===== config.mk =====
export PLATFORM = sky130hd
export DESIGN_NAME = instr_fetch
export DESIGN_NICKNAME = d
export VERILOG_FILES = /design/src/rtl/im_pkg.sv /design/src/rtl/inst_byte_asm.sv /design/src/rtl/instr_fetch.sv
export SDC_FILE = /design/constraint.sdc
export NUM_CORES = 1
export LEC_CHECK = 0
export BUFFER_PORTS_ARGS = -buffer_cell sky130_fd_sc_hd__buf_2
export CORE_MARGIN = 3
export CORE_UTILIZATION = 54
export DETAILED_ROUTE_END_ITERATION = 6
export PLACE_DENSITY_LB_ADDON = 0.25
export SETUP_SLACK_MARGIN = 0.3
export SLEW_MARGIN = 5
export SYNTH_ARGS = -nofsm -noshare
export SYNTH_HDL_FRONTEND = slang
export SYNTH_SLANG_ARGS = --single-unit

===== constraint.sdc =====
create_clock -name clock -period 3.28 [get_ports clock]
set_clock_uncertainty 0.15 [all_clocks]
set_input_delay 0.492 -clock clock [delete_from_list [all_inputs] [get_ports clock]]
set_output_delay 0.492 -clock clock [all_outputs]
set_load 0.02 [all_outputs]

===== src/rtl/im_pkg.sv =====
// Shared definitions for the byte-wide instruction fetch unit.
// Holds the memory geometry, the instruction size and PC step, the fetch
// FSM state enumeration, and a helper that maps a fetch state to the byte
// offset (relative to pc) that it presents to the instruction memory.
package im_pkg;

   localparam int          IM_DEPTH   = 32'sd256;
   localparam int          INST_BYTES = 32'sd4;
   localparam logic [63:0] PC_STEP    = 64'd4;

   typedef enum logic [2:0] {
      F0   = 3'd0,
      F1   = 3'd1,
      F2   = 3'd2,
      F3   = 3'd3,
      HOLD = 3'd4
   } fetch_state_t;

   // HOLD presents the F0 address of the held pc, so it maps to offset 0.
   function automatic logic [1:0] byte_offset(input fetch_state_t st);
      logic [1:0] off;
      case (st)
         F0:      off = 2'd0;
         F1:      off = 2'd1;
         F2:      off = 2'd2;
         F3:      off = 2'd3;
         HOLD:    off = 2'd0;
         default: off = 2'd0;
      endcase
      return off;
   endfunction

endpackage


===== src/rtl/inst_byte_asm.sv =====
// Big-endian instruction assembler.
// Collects one byte per capture into a 32-bit word: byte_sel 0 lands in
// [31:24], byte_sel 3 lands in [7:0]. clear drops any partial word and has
// priority over capture.
// Ports:
//   clock, reset  - clock and synchronous active-high reset
//   clear         - zero the word on the next edge
//   capture       - write byte_in into the lane chosen by byte_sel
//   byte_sel      - byte index within the instruction (0 = first byte)
//   byte_in       - byte read from instruction memory
//   word          - registered assembled word
module inst_byte_asm
   import im_pkg::*;
(
   input  logic                      clock,
   input  logic                      reset,
   input  logic                      clear,
   input  logic                      capture,
   input  logic [1:0]                byte_sel,
   input  logic [7:0]                byte_in,
   output logic [INST_BYTES*8-1:0]   word
);

   logic [INST_BYTES*8-1:0] word_r;
   logic [INST_BYTES*8-1:0] word_next_s;

   // Next-word merge: clear first, otherwise drop the byte into its lane.
   always_comb begin
      word_next_s = word_r;
      if (clear) begin
         word_next_s = '0;
      end else if (capture) begin
         case (byte_sel)
            2'd0:    word_next_s[31:24] = byte_in;
            2'd1:    word_next_s[23:16] = byte_in;
            2'd2:    word_next_s[15:8]  = byte_in;
            2'd3:    word_next_s[7:0]   = byte_in;
            default: word_next_s        = word_r;
         endcase
      end else begin
         word_next_s = word_r;
      end
   end

   // Word register.
   always_ff @(posedge clock) begin
      if (reset) begin
         word_r <= '0;
      end else begin
         word_r <= word_next_s;
      end
   end

   assign word = word_r;

endmodule


===== src/rtl/instr_fetch.sv =====
// Instruction fetch unit for a byte-wide instruction memory.
// Reads four consecutive bytes (states F0..F3), then presents the assembled
// big-endian instruction in HOLD until the consumer accepts it. A redirect
// (branch_valid) restarts fetch at the word-aligned target from any state
// and flags a misaligned target for one cycle.
// Ports:
//   clock, reset   - clock and synchronous active-high reset
//   im_addr        - registered byte address to instruction memory
//   im_rdata       - combinational byte read at im_addr
//   branch_valid   - redirect request (one-cycle pulse)
//   branch_target  - redirect byte address
//   inst_valid     - inst/inst_pc hold a complete instruction
//   inst_ready     - consumer accepts the instruction (used only in HOLD)
//   inst           - assembled instruction, first byte in [31:24]
//   inst_pc        - address of the instruction's first byte
//   misalign_err   - one-cycle pulse after a redirect with target[1:0] != 0
module instr_fetch
   import im_pkg::*;
#(
   parameter logic [63:0] RESET_PC = 64'h0,
   parameter int          IM_AW    = 8
)
(
   input  logic              clock,
   input  logic              reset,
   output logic [IM_AW-1:0]  im_addr,
   input  logic [7:0]        im_rdata,
   input  logic              branch_valid,
   input  logic [63:0]       branch_target,
   output logic              inst_valid,
   input  logic              inst_ready,
   output logic [31:0]       inst,
   output logic [63:0]       inst_pc,
   output logic              misalign_err
);

   fetch_state_t      state_r;
   fetch_state_t      state_next_s;
   logic [63:0]       pc_r;
   logic [63:0]       pc_next_s;
   logic [IM_AW-1:0]  addr_r;
   logic [IM_AW-1:0]  addr_next_s;
   logic              valid_r;
   logic              valid_next_s;
   logic [63:0]       inst_pc_r;
   logic [63:0]       inst_pc_next_s;
   logic              mis_r;
   logic              mis_next_s;
   logic              capture_s;
   logic              clear_s;
   logic [1:0]        sel_s;

   // Next-state, pc and handshake logic; a redirect overrides everything.
   always_comb begin
      state_next_s   = state_r;
      pc_next_s      = pc_r;
      valid_next_s   = valid_r;
      inst_pc_next_s = inst_pc_r;
      mis_next_s     = 1'b0;
      capture_s      = 1'b0;
      clear_s        = 1'b0;

      case (state_r)
         F0: begin
            capture_s    = 1'b1;
            state_next_s = F1;
         end
         F1: begin
            capture_s    = 1'b1;
            state_next_s = F2;
         end
         F2: begin
            capture_s    = 1'b1;
            state_next_s = F3;
         end
         F3: begin
            capture_s      = 1'b1;
            state_next_s   = HOLD;
            valid_next_s   = 1'b1;
            inst_pc_next_s = pc_r;
         end
         HOLD: begin
            if (inst_ready) begin
               pc_next_s    = pc_r + PC_STEP;
               state_next_s = F0;
               valid_next_s = 1'b0;
               clear_s      = 1'b1;
            end else begin
               state_next_s = HOLD;
            end
         end
         default: begin
            state_next_s = F0;
            valid_next_s = 1'b0;
            clear_s      = 1'b1;
         end
      endcase

      // A handshake in the same cycle still consumes the instruction; only
      // the pc choice changes, so the redirect is applied on top of it.
      if (branch_valid) begin
         pc_next_s    = {branch_target[63:2], 2'b00};
         state_next_s = F0;
         valid_next_s = 1'b0;
         capture_s    = 1'b0;
         clear_s      = 1'b1;
         mis_next_s   = |branch_target[1:0];
      end else begin
         mis_next_s   = 1'b0;
      end
   end

   // Byte lane for the current fetch state.
   always_comb begin
      sel_s = byte_offset(state_r);
   end

   // Memory address is precomputed for the state being entered so the
   // im_addr output comes straight from a flop.
   always_comb begin
      addr_next_s = pc_next_s[IM_AW-1:0] + IM_AW'(byte_offset(state_next_s));
   end

   // Control and output registers; reset beats redirect and handshake.
   always_ff @(posedge clock) begin
      if (reset) begin
         state_r   <= F0;
         pc_r      <= RESET_PC;
         addr_r    <= RESET_PC[IM_AW-1:0];
         valid_r   <= 1'b0;
         inst_pc_r <= 64'h0;
         mis_r     <= 1'b0;
      end else begin
         state_r   <= state_next_s;
         pc_r      <= pc_next_s;
         addr_r    <= addr_next_s;
         valid_r   <= valid_next_s;
         inst_pc_r <= inst_pc_next_s;
         mis_r     <= mis_next_s;
      end
   end

   inst_byte_asm u_asm (
      .clock    (clock),
      .reset    (reset),
      .clear    (clear_s),
      .capture  (capture_s),
      .byte_sel (sel_s),
      .byte_in  (im_rdata),
      .word     (inst)
   );

   assign im_addr      = addr_r;
   assign inst_valid   = valid_r;
   assign inst_pc      = inst_pc_r;
   assign misalign_err = mis_r;

endmodule


Word level (Yosys, flattened, before mapping)

Cells that the tools add are included.

Register bits after elaboration: 173
Bits of input ports: 76
Logic and storage cells: 57
Output and inout port bits: 106

Muxes and demuxes: 15
Equality and inequality tests: 11
Bitwise operators: 2
Reductions and logical operators: 16
Add/subtract/negate cells: 2

Operators by type and width:

| operator              | number |
|---|---|
| $mux 64               | 3 |
| $add 64x3->64 const B | 1 |
| $pmux 3 s5            | 1 |
| $eq 3x2->1 const B    | 4 |
| $pmux 2 s3            | 2 |
| $reduce_and 2->1      | 6 |
| $add 8x2->8           | 1 |
| $reduce_or 2->1       | 4 |
| $eq 3x1->1 const B    | 2 |
| $mux 3                | 2 |
| $mux 1                | 5 |
| $eq 2x2->1 const B    | 2 |
| $reduce_bool 2->1     | 2 |
| $reduce_or 4->1       | 1 |
| $eq 3x3->1 const B    | 1 |
| $logic_not 3->1       | 1 |
| $pmux 1 s3            | 1 |
| $reduce_or 3->1       | 1 |
| $eq 2x1->1 const B    | 1 |
| $logic_not 2->1       | 1 |
| $ne 2x2->1 const B    | 1 |
| $not 1->1             | 2 |
| $pmux 1 s2            | 1 |

Logic depth before layout (Yosys ltp)

Word-level depth: 6
Depth in mapped cells: 9

By module

A second synthesis with hierarchy kept.

Cell total of the unflattened synthesis: 914
Area total of the unflattened synthesis: 8,080.2 µm²

Modules (own cells, without submodules):

| module        | cells each | area an instance (µm²) | seq. area each (µm²) | instances |
|---|---|---|---|---|
| instr_fetch   | 794        | 6,681.4                | 2,822.7              | 1 |
| inst_byte_asm | 120        | 1,398.8                | 640.6                | 1 |

Least setup slack after synthesis

Ideal clock, no wire load.

Path kind: input to register
From: input port branch_valid
To: register addr_r[7], in the netlist im_addr[7]
Stages on the path: 9
Setup time: 0.070 ns
Required time: 3.060 ns
Setup slack: 0.607 ns
Arrival: 2.452 ns
Buffers on the path: 2
Cells stage by stage: clkbuf_1 > or4b_2 > clkbuf_1 > nand2_1 > ha_1 > a21o_1 > nand4_1 > or3_1 > a21oi_1

Longest elaborated chain between the ends: 4
Elaborated cells between the ends (all ways): 7
Those cells by class: add/sub (1); eq/ne (3); mux (3)

Ends and longest elaborated chain:

| item                                            | RTL line           | RTL |
|---|---|---|
| start: declaration                              | instr_fetch.sv:28  | `input logic branch_valid,` |
| $mux 3                                          | instr_fetch.sv:101 | `if (branch_valid) begin` |
| $eq 3x2->1 / $eq 3x1->1 (equally long branches) | im_pkg.sv:22       | `case (st)` |
| $pmux 2 s3                                      | im_pkg.sv:22       |  |
| $add 8x2->8 (*)                                 | instr_fetch.sv:121 | `addr_next_s = pc_next_s[IM_AW-1:0] + IM_AW'(byte_offset(state_next_s));` |
| end signal: assignment                          | instr_fetch.sv:129 | `addr_r <= RESET_PC[IM_AW-1:0];` |
| end signal: assignment                          | instr_fetch.sv:136 | `addr_r <= addr_next_s;` |
| end: declaration                                | instr_fetch.sv:41  | `logic [IM_AW-1:0] addr_r;` |

Mark *: on every way between the ends. The rest lies on a longest branch, timed or not.
A chain may end at the register's enable or synchronous reset.

Worst setup path in the final report

From: register pc_r[11]
To: register pc_r[56]

Longest elaborated chain between the ends: 4

Ends and longest elaborated chain:

| item                     | RTL line           | RTL |
|---|---|---|
| start: declaration       | instr_fetch.sv:39  | `logic [63:0] pc_r;` |
| start signal: assignment | instr_fetch.sv:135 | `pc_r <= pc_next_s;` |
| $add 64x3->64            | instr_fetch.sv:84  | `pc_next_s = pc_r + PC_STEP;` |
| $mux 64                  | instr_fetch.sv:83  | `if (inst_ready) begin` |
| $mux 64                  | instr_fetch.sv:63  | `case (state_r)` |
| $mux 64                  | instr_fetch.sv:101 |  |

Every way passes these cells. The select of a mux whose other input is x is not followed.

==> results.md <==
- Post-synthesis sequential area ratio: 46.0%
- GPL Wtd Cong: around 0.82
- Fraction of layout cells with a size suffix above 1: 22.8%
- Final non-filler cell area: 9170 um2
- Clk_lat worst skew: approximately 420 ps
- Slew HR: 46.0%
- # rows: 42
- Number of flops mapped to enable cells by yosys: 0
- Buffers on Ports: approximately 180
- Hold crit path type: in -> reg
- Met2 Track Usage GR: 42.2%
- # Post-CTS Setup Buffers: 0
- Peak Freq: approximately 370 MHz
- I/O pin cnt: 182
- Endpoints failing setup: 0
- Status: completed
- Remaining antenna violation count after routing: 0
- Crit path kind: reg -> reg
- Ys async rst share: 0%
- Synth Area in Simple Gates: between 20% and 30%
- Most frequent cells in the layout: nand2_1, buf_2, dfxtp_1
- Final Max Tran Viols: 0
- Syn_area_per_cell: 8.20 um2
- Top cell type's share of synthesized area: 46.0%
- Commonest non-fill, non-tap cell in the layout: nand2_1
- DRT Pass-1 Iters: 5
- Gr ovfl total: 0
- Synth Area in Compound Gates: 11.2%
- Reg area: 3460 um2
- Initial antenna violation count: 0
- Global route hottest layer: met2
- Cells after synthesis: between 900 and 1k
- Post-Synth XOR/XNOR Area: 7.22%
- Multi-input gate area: 3810 um2
- Die area: 15400 um2
- Via count: around 7k
- CTS Root Cell: clkbuf_16
- Core Area: 13500 um2
- Clock Tree Buf Depth: 2
- Yosys reg bits: 173
- Cell variety after synth: 52
- CTS Buf Count: 17
- Final HPWL DP: 13.7 mm
- DP Area: 8550 um2
- Final wirelength: between 15 and 20 mm
- Slew @ Worst Pin: 807 ps
- Ys flop type: dfxtp_1
- Pwr Density: 506 nW/um2
- VDD IR-drop max: 0.355 mV
- Crit path capture type: register
- Required time of the critical path: 3460 ps
- First-pass GRT wire length: around 32 mm
- Die Y: 124 um
- CTS tree: yes
- Leading area contributor after synthesis: dfxtp_1
- Post-layout net count: 1153
- WP data arrival: 2920 ps
- Die width: around 120 um
- Final period util: 83.4%
- Startpoint Class: register
- Ant diodes: 0
- Mapped cell area: 7520 um2
- Vias in the first global route: 6511
- Hold Fails Final Rpt: 0
- Top post-synthesis cells by area: dfxtp_1, nand2_1, a21oi_1
- Vias per cell: approximately 5.5
- # DRC: 0
- Fill cell count: between 1k and 1.5k
- Largest net degree at the start of global routing: between 60 and 70
- Synth Net Count: 997
- Adder-Cell Fraction of Synth Area: less than 1%
- Average routed wire per standard cell: 15.7 um
- RSZ-0062 raised after global routing: false
- Clk sink count: 173
- CTS H-Tree Depth: 4
- Period minus WS final: approximately 2700 ps
- Yosys warnings: 0
- Leak: 3.76 nW
- Starting Density: 55.9%
- Worst Path Max Fanout: 7
- Drt initial violations: between 500 and 600
- Max-Cap Viols: 0
- Post-synthesis mux area share: 4.16%
- Sum Neg Setup Slack: 0 ps
- Layout area overhead: 22.0%
- GR Util All Layers: roughly 26%
- GR Util met1: 34.5%
- Main combinational cell family by area after synthesis: simple AND/OR/NAND/NOR gates
- Clk pin slew, worst setup/hold paths: 70 ps
- GR met3 Demand/Resource: 5.40%
==> cells in the mapped netlist, drive strengths merged, types with 11 or more instances <==
library cell and n:
nand2 217, dfxtp 173, a21oi 110, nor2 77, clkbuf 42, xnor2 38, nand4 32, mux2i 29
nand3 28, xor2 24, a211oi 20, buf 17, nor4 16, nor3 13, o21ai 11
==> per-layer routing <==
| layer | up-vias | share of wire [%] |
|---|---|---|
| li1 | 3439 | - |
| met1 | 3241 | 45 |
| met2 | 198 | 48 |
| met3 | 27 | 5.9 |
| met4 | 0 | 1.5 |
| met5 | - | 0 |
==> logic make-up after synthesis <==
kind of cell	Yosys count
xor gates and xnor gates	62
and+or+nand+nor	430
adders and majority gates	4
muxes	31
buffers and inverters	66
AOI/OAI and AO/OA	151
DFF	173
==> critical path, cell delays in order, from the launching register on <==
cell and delay, ps:
dfxtp_1 470, nand4_2 260, or4_4 660, buf_4 190, and4b_1 380, nand4_1 150, xor2_1 170, a211oi_1 210
==> sequential cells by signal, summed over array words and instances, names as in the netlist <==
name / cells
im_addr: 8
u_asm.word: 32
misalign_err: 1
inst_pc: 64
inst_valid: 1
state_r: 3
pc_r: 64
==> what timing repair did <==
action / 4_1_cts / 5_1_grt
setup endpoints to repair: 0 / 1
hold buffers: 0 / 0
gates resized for setup: 0 / 1
==> metrics by stage <==
step | util [%] | instances | hold slack, ps | worst slack, ps | total power [mW]
finish | 68.2 | 1262 | 156 | 543 | 4.65
global route | 68.2 | 1262 | 150 | 332 | 4.80
CTS | 68.2 | 1262 | 145 | 459 | 4.68
detailed placement | 63.6 | 1230 | 293 | 494 | 2.60
global placement | 63.6 | 1230 | 290 | 570 | 2.59
floorplan | - | 917 | 286 | 607 | 2.47
==> worst paths after layout <==
kind	to	cells after the start	from	slack (ps)
max	pc_r[56]$_SDFFE_PP0P_	7	pc_r[11]$_SDFFE_PP0P_	540
min	pc_r[21]$_SDFFE_PP0P_	3	branch_target[21]	160
max reg2reg	pc_r[56]$_SDFFE_PP0P_	7	pc_r[11]$_SDFFE_PP0P_	540
min reg2reg	inst_pc[51]$_SDFFE_PP0P_	2	inst_pc[51]$_SDFFE_PP0P_	300
==> report_power, final <==
| part | internal (mW) | switching (mW) | total (mW) |
|---|---|---|---|
| clock | 1.28 | 0.809 | 2.09 |
| sequential | 2.16 | 0.0794 | 2.24 |
| combinational | 0.133 | 0.182 | 0.315 |
| total | 3.58 | 1.07 | 4.65 |
==> layout make-up <==
type,count,area share (%)
multi-input combinational,678,41.5
clock inverter,10,1.49
inverter,7,0.286
sequential,173,37.8
timing repair buffer,196,11.3
clock buffer,22,5.28
tap,176,2.40
No activity file was read; power rests on OpenSTA's default activity.
